### src/rtl/fetch_redirect_unit_if.sv
// Hazard inputs, instruction fetch data and IF/ID outputs of the fetch redirect unit.
// The slave modport is the unit itself; the master modport drives the hazard side.
interface fetch_redirect_unit_if #(
  parameter int unsigned CNT_W = 16
);
  logic              Stall;
  logic              Jump;
  logic [31:0]       JumpTarget;
  logic              no_branch;
  logic [31:0]       BranchTarget;
  logic [31:0]       Instruction;
  logic [31:0]       PC;
  logic [31:0]       IF_ID_PC;
  logic [31:0]       IF_ID_PCPlus4;
  logic [31:0]       IF_ID_Instruction;
  logic              IF_ID_Valid;
  logic [CNT_W-1:0]  RedirectCount;
  logic [CNT_W-1:0]  StallCount;

  modport master (
    output Stall, Jump, JumpTarget, no_branch, BranchTarget, Instruction,
    input  PC, IF_ID_PC, IF_ID_PCPlus4, IF_ID_Instruction, IF_ID_Valid,
           RedirectCount, StallCount
  );

  modport slave (
    input  Stall, Jump, JumpTarget, no_branch, BranchTarget, Instruction,
    output PC, IF_ID_PC, IF_ID_PCPlus4, IF_ID_Instruction, IF_ID_Valid,
           RedirectCount, StallCount
  );
endinterface

### src/rtl/fetch_redirect_unit.sv
// Program counter and IF/ID register with branch/stall/jump priority handling.
// Also keeps saturating redirect and stall counters for performance debug.
module fetch_redirect_unit #(
  parameter logic [31:0] RESET_PC = 32'h0040_0000,
  parameter int unsigned CNT_W    = 16
) (
  input  logic                  clk,
  input  logic                  reset,
  fetch_redirect_unit_if.slave  bus
);
  localparam int unsigned XLEN = 32;

  logic [XLEN-1:0]  r_pc;
  logic [XLEN-1:0]  r_if_id_pc;
  logic [XLEN-1:0]  r_if_id_pc_plus4;
  logic [XLEN-1:0]  r_if_id_instr;
  logic             r_if_id_valid;
  logic [CNT_W-1:0] r_redirect_cnt;
  logic [CNT_W-1:0] r_stall_cnt;

  logic             w_branch;
  logic             w_stall;
  logic             w_jump;
  logic [XLEN-1:0]  w_pc_plus4;
  logic             w_unused_lsbs;

  // Exactly one action per cycle: branch beats stall beats jump beats sequential.
  assign w_branch      = ~bus.no_branch;
  assign w_stall       = bus.no_branch & bus.Stall;
  assign w_jump        = bus.no_branch & ~bus.Stall & bus.Jump;
  assign w_pc_plus4    = r_pc + XLEN'(4);
  assign w_unused_lsbs = ^{bus.JumpTarget[1:0], bus.BranchTarget[1:0]};

  always_ff @(posedge clk or posedge reset) begin
    if (reset) begin
      r_pc             <= RESET_PC;
      r_if_id_pc       <= '0;
      r_if_id_pc_plus4 <= '0;
      r_if_id_instr    <= '0;
      r_if_id_valid    <= 1'b0;
    end else if (w_branch) begin
      r_pc             <= {bus.BranchTarget[31:2], 2'b00};
      r_if_id_pc       <= '0;
      r_if_id_pc_plus4 <= '0;
      r_if_id_instr    <= '0;
      r_if_id_valid    <= 1'b0;
    end else if (w_jump) begin
      r_pc             <= {bus.JumpTarget[31:2], 2'b00};
      r_if_id_pc       <= '0;
      r_if_id_pc_plus4 <= '0;
      r_if_id_instr    <= '0;
      r_if_id_valid    <= 1'b0;
    end else if (!w_stall) begin
      r_pc             <= w_pc_plus4;
      r_if_id_pc       <= r_pc;
      r_if_id_pc_plus4 <= w_pc_plus4;
      r_if_id_instr    <= bus.Instruction;
      r_if_id_valid    <= 1'b1;
    end
  end

  // Counters stick at all-ones rather than wrapping.
  always_ff @(posedge clk or posedge reset) begin
    if (reset) begin
      r_redirect_cnt <= '0;
      r_stall_cnt    <= '0;
    end else begin
      if ((w_branch || w_jump) && (r_redirect_cnt != '1)) begin
        r_redirect_cnt <= r_redirect_cnt + CNT_W'(1);
      end
      if (w_stall && (r_stall_cnt != '1)) begin
        r_stall_cnt <= r_stall_cnt + CNT_W'(1);
      end
    end
  end

  assign bus.PC                = r_pc;
  assign bus.IF_ID_PC          = r_if_id_pc;
  assign bus.IF_ID_PCPlus4     = r_if_id_pc_plus4;
  assign bus.IF_ID_Instruction = r_if_id_instr;
  assign bus.IF_ID_Valid       = r_if_id_valid;
  assign bus.RedirectCount     = r_redirect_cnt;
  assign bus.StallCount        = r_stall_cnt;
endmodule

### src/flat_wrapper.sv
// flat-port wrapper written by rule: the top's interface ports become plain ports
module fetch_redirect_unit_flat 
#(
  parameter logic [31:0] RESET_PC = 32'h0040_0000,
  parameter int unsigned CNT_W    = 16
)
  (clk, reset, bus_Stall, bus_Jump, bus_JumpTarget, bus_no_branch, bus_BranchTarget, bus_Instruction, bus_PC, bus_IF_ID_PC, bus_IF_ID_PCPlus4, bus_IF_ID_Instruction, bus_IF_ID_Valid, bus_RedirectCount, bus_StallCount);
  fetch_redirect_unit_if #(.CNT_W(CNT_W)) bus_i ();
  input  logic clk;
  input  logic reset;
  input wire logic [$bits(bus_i.Stall)-1:0] bus_Stall;
  input wire logic [$bits(bus_i.Jump)-1:0] bus_Jump;
  input wire logic [$bits(bus_i.JumpTarget)-1:0] bus_JumpTarget;
  input wire logic [$bits(bus_i.no_branch)-1:0] bus_no_branch;
  input wire logic [$bits(bus_i.BranchTarget)-1:0] bus_BranchTarget;
  input wire logic [$bits(bus_i.Instruction)-1:0] bus_Instruction;
  output wire logic [$bits(bus_i.PC)-1:0] bus_PC;
  output wire logic [$bits(bus_i.IF_ID_PC)-1:0] bus_IF_ID_PC;
  output wire logic [$bits(bus_i.IF_ID_PCPlus4)-1:0] bus_IF_ID_PCPlus4;
  output wire logic [$bits(bus_i.IF_ID_Instruction)-1:0] bus_IF_ID_Instruction;
  output wire logic [$bits(bus_i.IF_ID_Valid)-1:0] bus_IF_ID_Valid;
  output wire logic [$bits(bus_i.RedirectCount)-1:0] bus_RedirectCount;
  output wire logic [$bits(bus_i.StallCount)-1:0] bus_StallCount;
  assign bus_i.Stall = bus_Stall;
  assign bus_i.Jump = bus_Jump;
  assign bus_i.JumpTarget = bus_JumpTarget;
  assign bus_i.no_branch = bus_no_branch;
  assign bus_i.BranchTarget = bus_BranchTarget;
  assign bus_i.Instruction = bus_Instruction;
  assign bus_PC = bus_i.PC;
  assign bus_IF_ID_PC = bus_i.IF_ID_PC;
  assign bus_IF_ID_PCPlus4 = bus_i.IF_ID_PCPlus4;
  assign bus_IF_ID_Instruction = bus_i.IF_ID_Instruction;
  assign bus_IF_ID_Valid = bus_i.IF_ID_Valid;
  assign bus_RedirectCount = bus_i.RedirectCount;
  assign bus_StallCount = bus_i.StallCount;
  fetch_redirect_unit #(.RESET_PC(RESET_PC), .CNT_W(CNT_W)) u_core (.clk(clk), .reset(reset), .bus(bus_i));
endmodule
### config.mk
export PLATFORM = sky130hd
export DESIGN_NAME = fetch_redirect_unit_flat
export DESIGN_NICKNAME = d
export VERILOG_FILES = /design/src/rtl/fetch_redirect_unit_if.sv /design/src/rtl/fetch_redirect_unit.sv /design/src/flat_wrapper.sv
export SDC_FILE = /design/constraint.sdc
export NUM_CORES = 1
export LEC_CHECK = 0
export CELL_PAD_IN_SITES_DETAIL_PLACEMENT = 0
export CELL_PAD_IN_SITES_GLOBAL_PLACEMENT = 1
export CORE_UTILIZATION = 31
export CTS_BUF_LIST = sky130_fd_sc_hd__clkbuf_16
export CTS_CLUSTER_SIZE = 16
export DETAILED_ROUTE_END_ITERATION = 16
export HOLD_SLACK_MARGIN = 0.02
export PLACE_DENSITY_LB_ADDON = 0.3
export SLEW_MARGIN = 20
export SYNTH_ARGS = -nofsm -noshare
export SYNTH_HDL_FRONTEND = slang
export SYNTH_SLANG_ARGS = --single-unit
### constraint.sdc
create_clock -name clk -period 5.8 [get_ports clk]
set_clock_uncertainty 0.1 [all_clocks]
set_input_delay 1.16 -clock clk [delete_from_list [all_inputs] [get_ports clk]]
set_output_delay 1.16 -clock clk [all_outputs]
set_load 0.005 [all_outputs]
==> impl_metrics.toml <==
[setup_path]
cp-end-kind = "register"
cp.required_ns = 6.05
path_max_fanout = 30
start_kind = "input pin"
reg2regPathDepth = 5
setup.worst_path.class = "in -> reg"
worst-endpoint-arrival_ns = 3.57

[yosys]
unique_cell_type_count_in_the_yosys_netlist = 55
synth_area_um2 = 7120
ys_seq_elements = 156
yosys_most_used_dff = "sky130_fd_sc_hd__dfrtp_1"
post_synth.cell_area_avg_um2 = 10.8
synth_warnings = 0
synth_async_sr_flop_share = 1.00
post_synth_inst_count = 658
synth_edf_count = 0
synth-seq-area-share = 0.548

[clock_network]
clock_pin_slew_reported_for_the_worst_setup_and_hold_paths_after_clock_tree_synthesis_ns = 0.06
h_tree_levels = 4
cts-buffers-inserted = 17
hold_buffers = 0
clock_sink_count = 156
clk_root_buffer_cell = "sky130_fd_sc_hd__clkbuf_16"
cts_tree = "yes"
cts_repair_resize_count = 0
worst_skew_pair.late_latency_ns = 0.42
clk_path_buf_depth = 2
cts_setup_buffers = 0

[drt]
avgRoutedWirePerCell_um = 19.0
drt-total-wl_mm = 22.5
first_pass_iters = 4
total_length_of_routed_met3_wires_mm = 1.81
first_iter_violations = 233
met2_wl_mm = 10.4
drt_drc_violations_left = 0
drt-met1-wl_mm = 9.96
dr.max_layer_used = "met4"
avgViaCountPerCell = 5.25
detailroute.via_count = 6232
ant_nets = 0

[run]
timing.max_cap.violations = 0

[global_routing]
grtUsageTotal = 0.195
first_global_vias = 6200
initial_antenna_violation_count = 1
grt_pass1_wl_mm = 35.7
maximum_number_of_pins_on_one_net_before_global_route_repair = 86
grt_remaining_overflow = 0

[floorplanning]
start_util = 0.316
design.core.area_um2 = 22600
die_width_um = 154
pin_count = 262
dieHeight_um = 154
dieArea_um2 = 23600
floorplan.rows = 55

[timing]
final.setup.tns_ns = 0
tightestPinTransition_ns = 0.942
finalCritPeriodShare = 0.572
slew_headroom = 0.366
final.hold.worst_slack_ns = 0.364
setup_viol = 0
rsz0062_at_grt = "false"
final_period_minus_worst_setup_slack_ns = 3.32
finalHoldViolCount = 0
timing_max_transition_violations_final = 0
maxClockFrequency_mhz = 302

[final_layout]
post_route_cells_drive_above_1_share = 0.0644
leading_cell_types_in_the_layout_fill_and_taps_excluded = "sky130_fd_sc_hd__clkdlybuf4s50_1, sky130_fd_sc_hd__dfrtp_1, sky130_fd_sc_hd__nand2_1, sky130_fd_sc_hd__a22o_1, sky130_fd_sc_hd__nand3_1"
design.final.nets = 992
area.growth.synth_to_final_pct = 46.7
antenna-diode-count = 0
mostFrequentLayoutCell = "sky130_fd_sc_hd__clkdlybuf4s50_1"

[power_and_ir_drop]
peakVddDrop_v = 0.000170
cellLeakagePower_nw = 4.47
power_density_nw_per_um2 = 287

[min_path]
worst_hold_path_type = "reg -> reg"
worst_hold_path.num_cells = 2

[placement]
detailedPlacementHpwl_mm = 15.2
globalplace.congestion = 0.764
port_buffers = 255

[outcome]
status = "finished clean"
-- registers in the layout, indices dropped and copies added, names as in the netlist --
register,cells
u_core.bus.IF_ID_PCPlus4,31
u_core.bus.StallCount,16
u_core.bus.RedirectCount,16
u_core.bus.IF_ID_Instruction,32
u_core.bus.IF_ID_Valid,1
u_core.bus.PC,30
u_core.bus.IF_ID_PC,30
-- metal layers --
layer / vias to the layer above / GRT usage
li1: 2954 / -
met1: 3055 / 0.258
met2: 198 / 0.303
met3: 25 / 0.0609
met4: 0 / 0.0652
met5: - / 0
-- path summary, 6_finish.rpt --
check,startpoint,endpoint,slack [ns]
worst max-delay path,bus_no_branch,u_core.bus.PC[14],2.48
worst min-delay path,u_core.bus.IF_ID_PC[16],u_core.bus.IF_ID_PC[16],0.36
worst max register to register,u_core.bus.PC[2],u_core.bus.IF_ID_PCPlus4[30],3.03
worst min register to register,u_core.bus.IF_ID_PC[16],u_core.bus.IF_ID_PC[16],0.36
max in group asynchronous,reset,u_core.bus.StallCount[10],3.40
min in group asynchronous,reset,u_core.bus.IF_ID_Instruction[7],1.15
-- area by class of cell --
cell class / count / area, µm²
Fill cell: 2120 / 12100
Sequential cell: 156 / 3910
Multi-Input combinational cell: 442 / 2970
Timing Repair Buffer: 264 / 2610
Clock buffer: 17 / 425
Tap cell: 285 / 357
Clock inverter: 15 / 150
Inverter: 7 / 31.3
-- per-stage QoR --
stage	setup WS (ns)	instance area (µm²)	std cells	total power, mW	utilization
2_1_floorplan	0.335	7130	659	1.55	-
3_3_place_gp	2.02	9870	1154	1.91	0.437
3_5_place_dp	2.02	9870	1154	1.91	0.437
4_1_cts	2.46	10500	1186	3.04	0.463
5_1_grt	2.33	10500	1186	3.15	0.463
6_report	2.48	10500	1186	3.00	0.463
-- Yosys cell counts, drive strengths merged (6+ instances only) --
cell type	n	share of area
nor4	11	0.011
nor3	7	0.0049
a22o	57	0.070
inv	7	0.0037
or4	11	0.014
buf	15	0.013
o211ai	12	0.013
xor2	19	0.023
a221oi	28	0.034
a21oi	11	0.0077
nor2	27	0.014
and4	7	0.0086
a21o	6	0.0063
a211oi	7	0.0074
nand3	44	0.032
and3	10	0.0088
o21bai	18	0.019
o22ai	8	0.0070
dfrtp	155	0.54
clkbuf	39	0.021
xnor2	16	0.020
o21ai	19	0.013
nand2	62	0.033
nand4	17	0.017
-- critical path, cell delays in order --
cell	delay [ns]
sky130_fd_sc_hd__buf_2	0.25
sky130_fd_sc_hd__buf_4	0.42
sky130_fd_sc_hd__nor3b_2	0.81
sky130_fd_sc_hd__buf_4	0.43
sky130_fd_sc_hd__nand2_1	0.11
sky130_fd_sc_hd__mux2i_1	0.20
sky130_fd_sc_hd__o21bai_1	0.14
-- logic make-up after synthesis --
kind of cell,count (synthesis),share of synthesized area
and+or+nand+nor,214,0.161
AOI/OAI and AO/OA,183,0.197
DFF,156,0.548
buffers and inverters,61,0.0372
xor gates and xnor gates,35,0.0430
muxes,5,0.00755
adders and majority gates,3,0.00527
other,1,0.000526
-- report_power, final --
group | internal [mW] | switching [mW]
Sequential | 1.19 | 0.136
Combinational | 0.330 | 0.229
Clock | 0.635 | 0.482
Power figures use the tool's default switching activity.
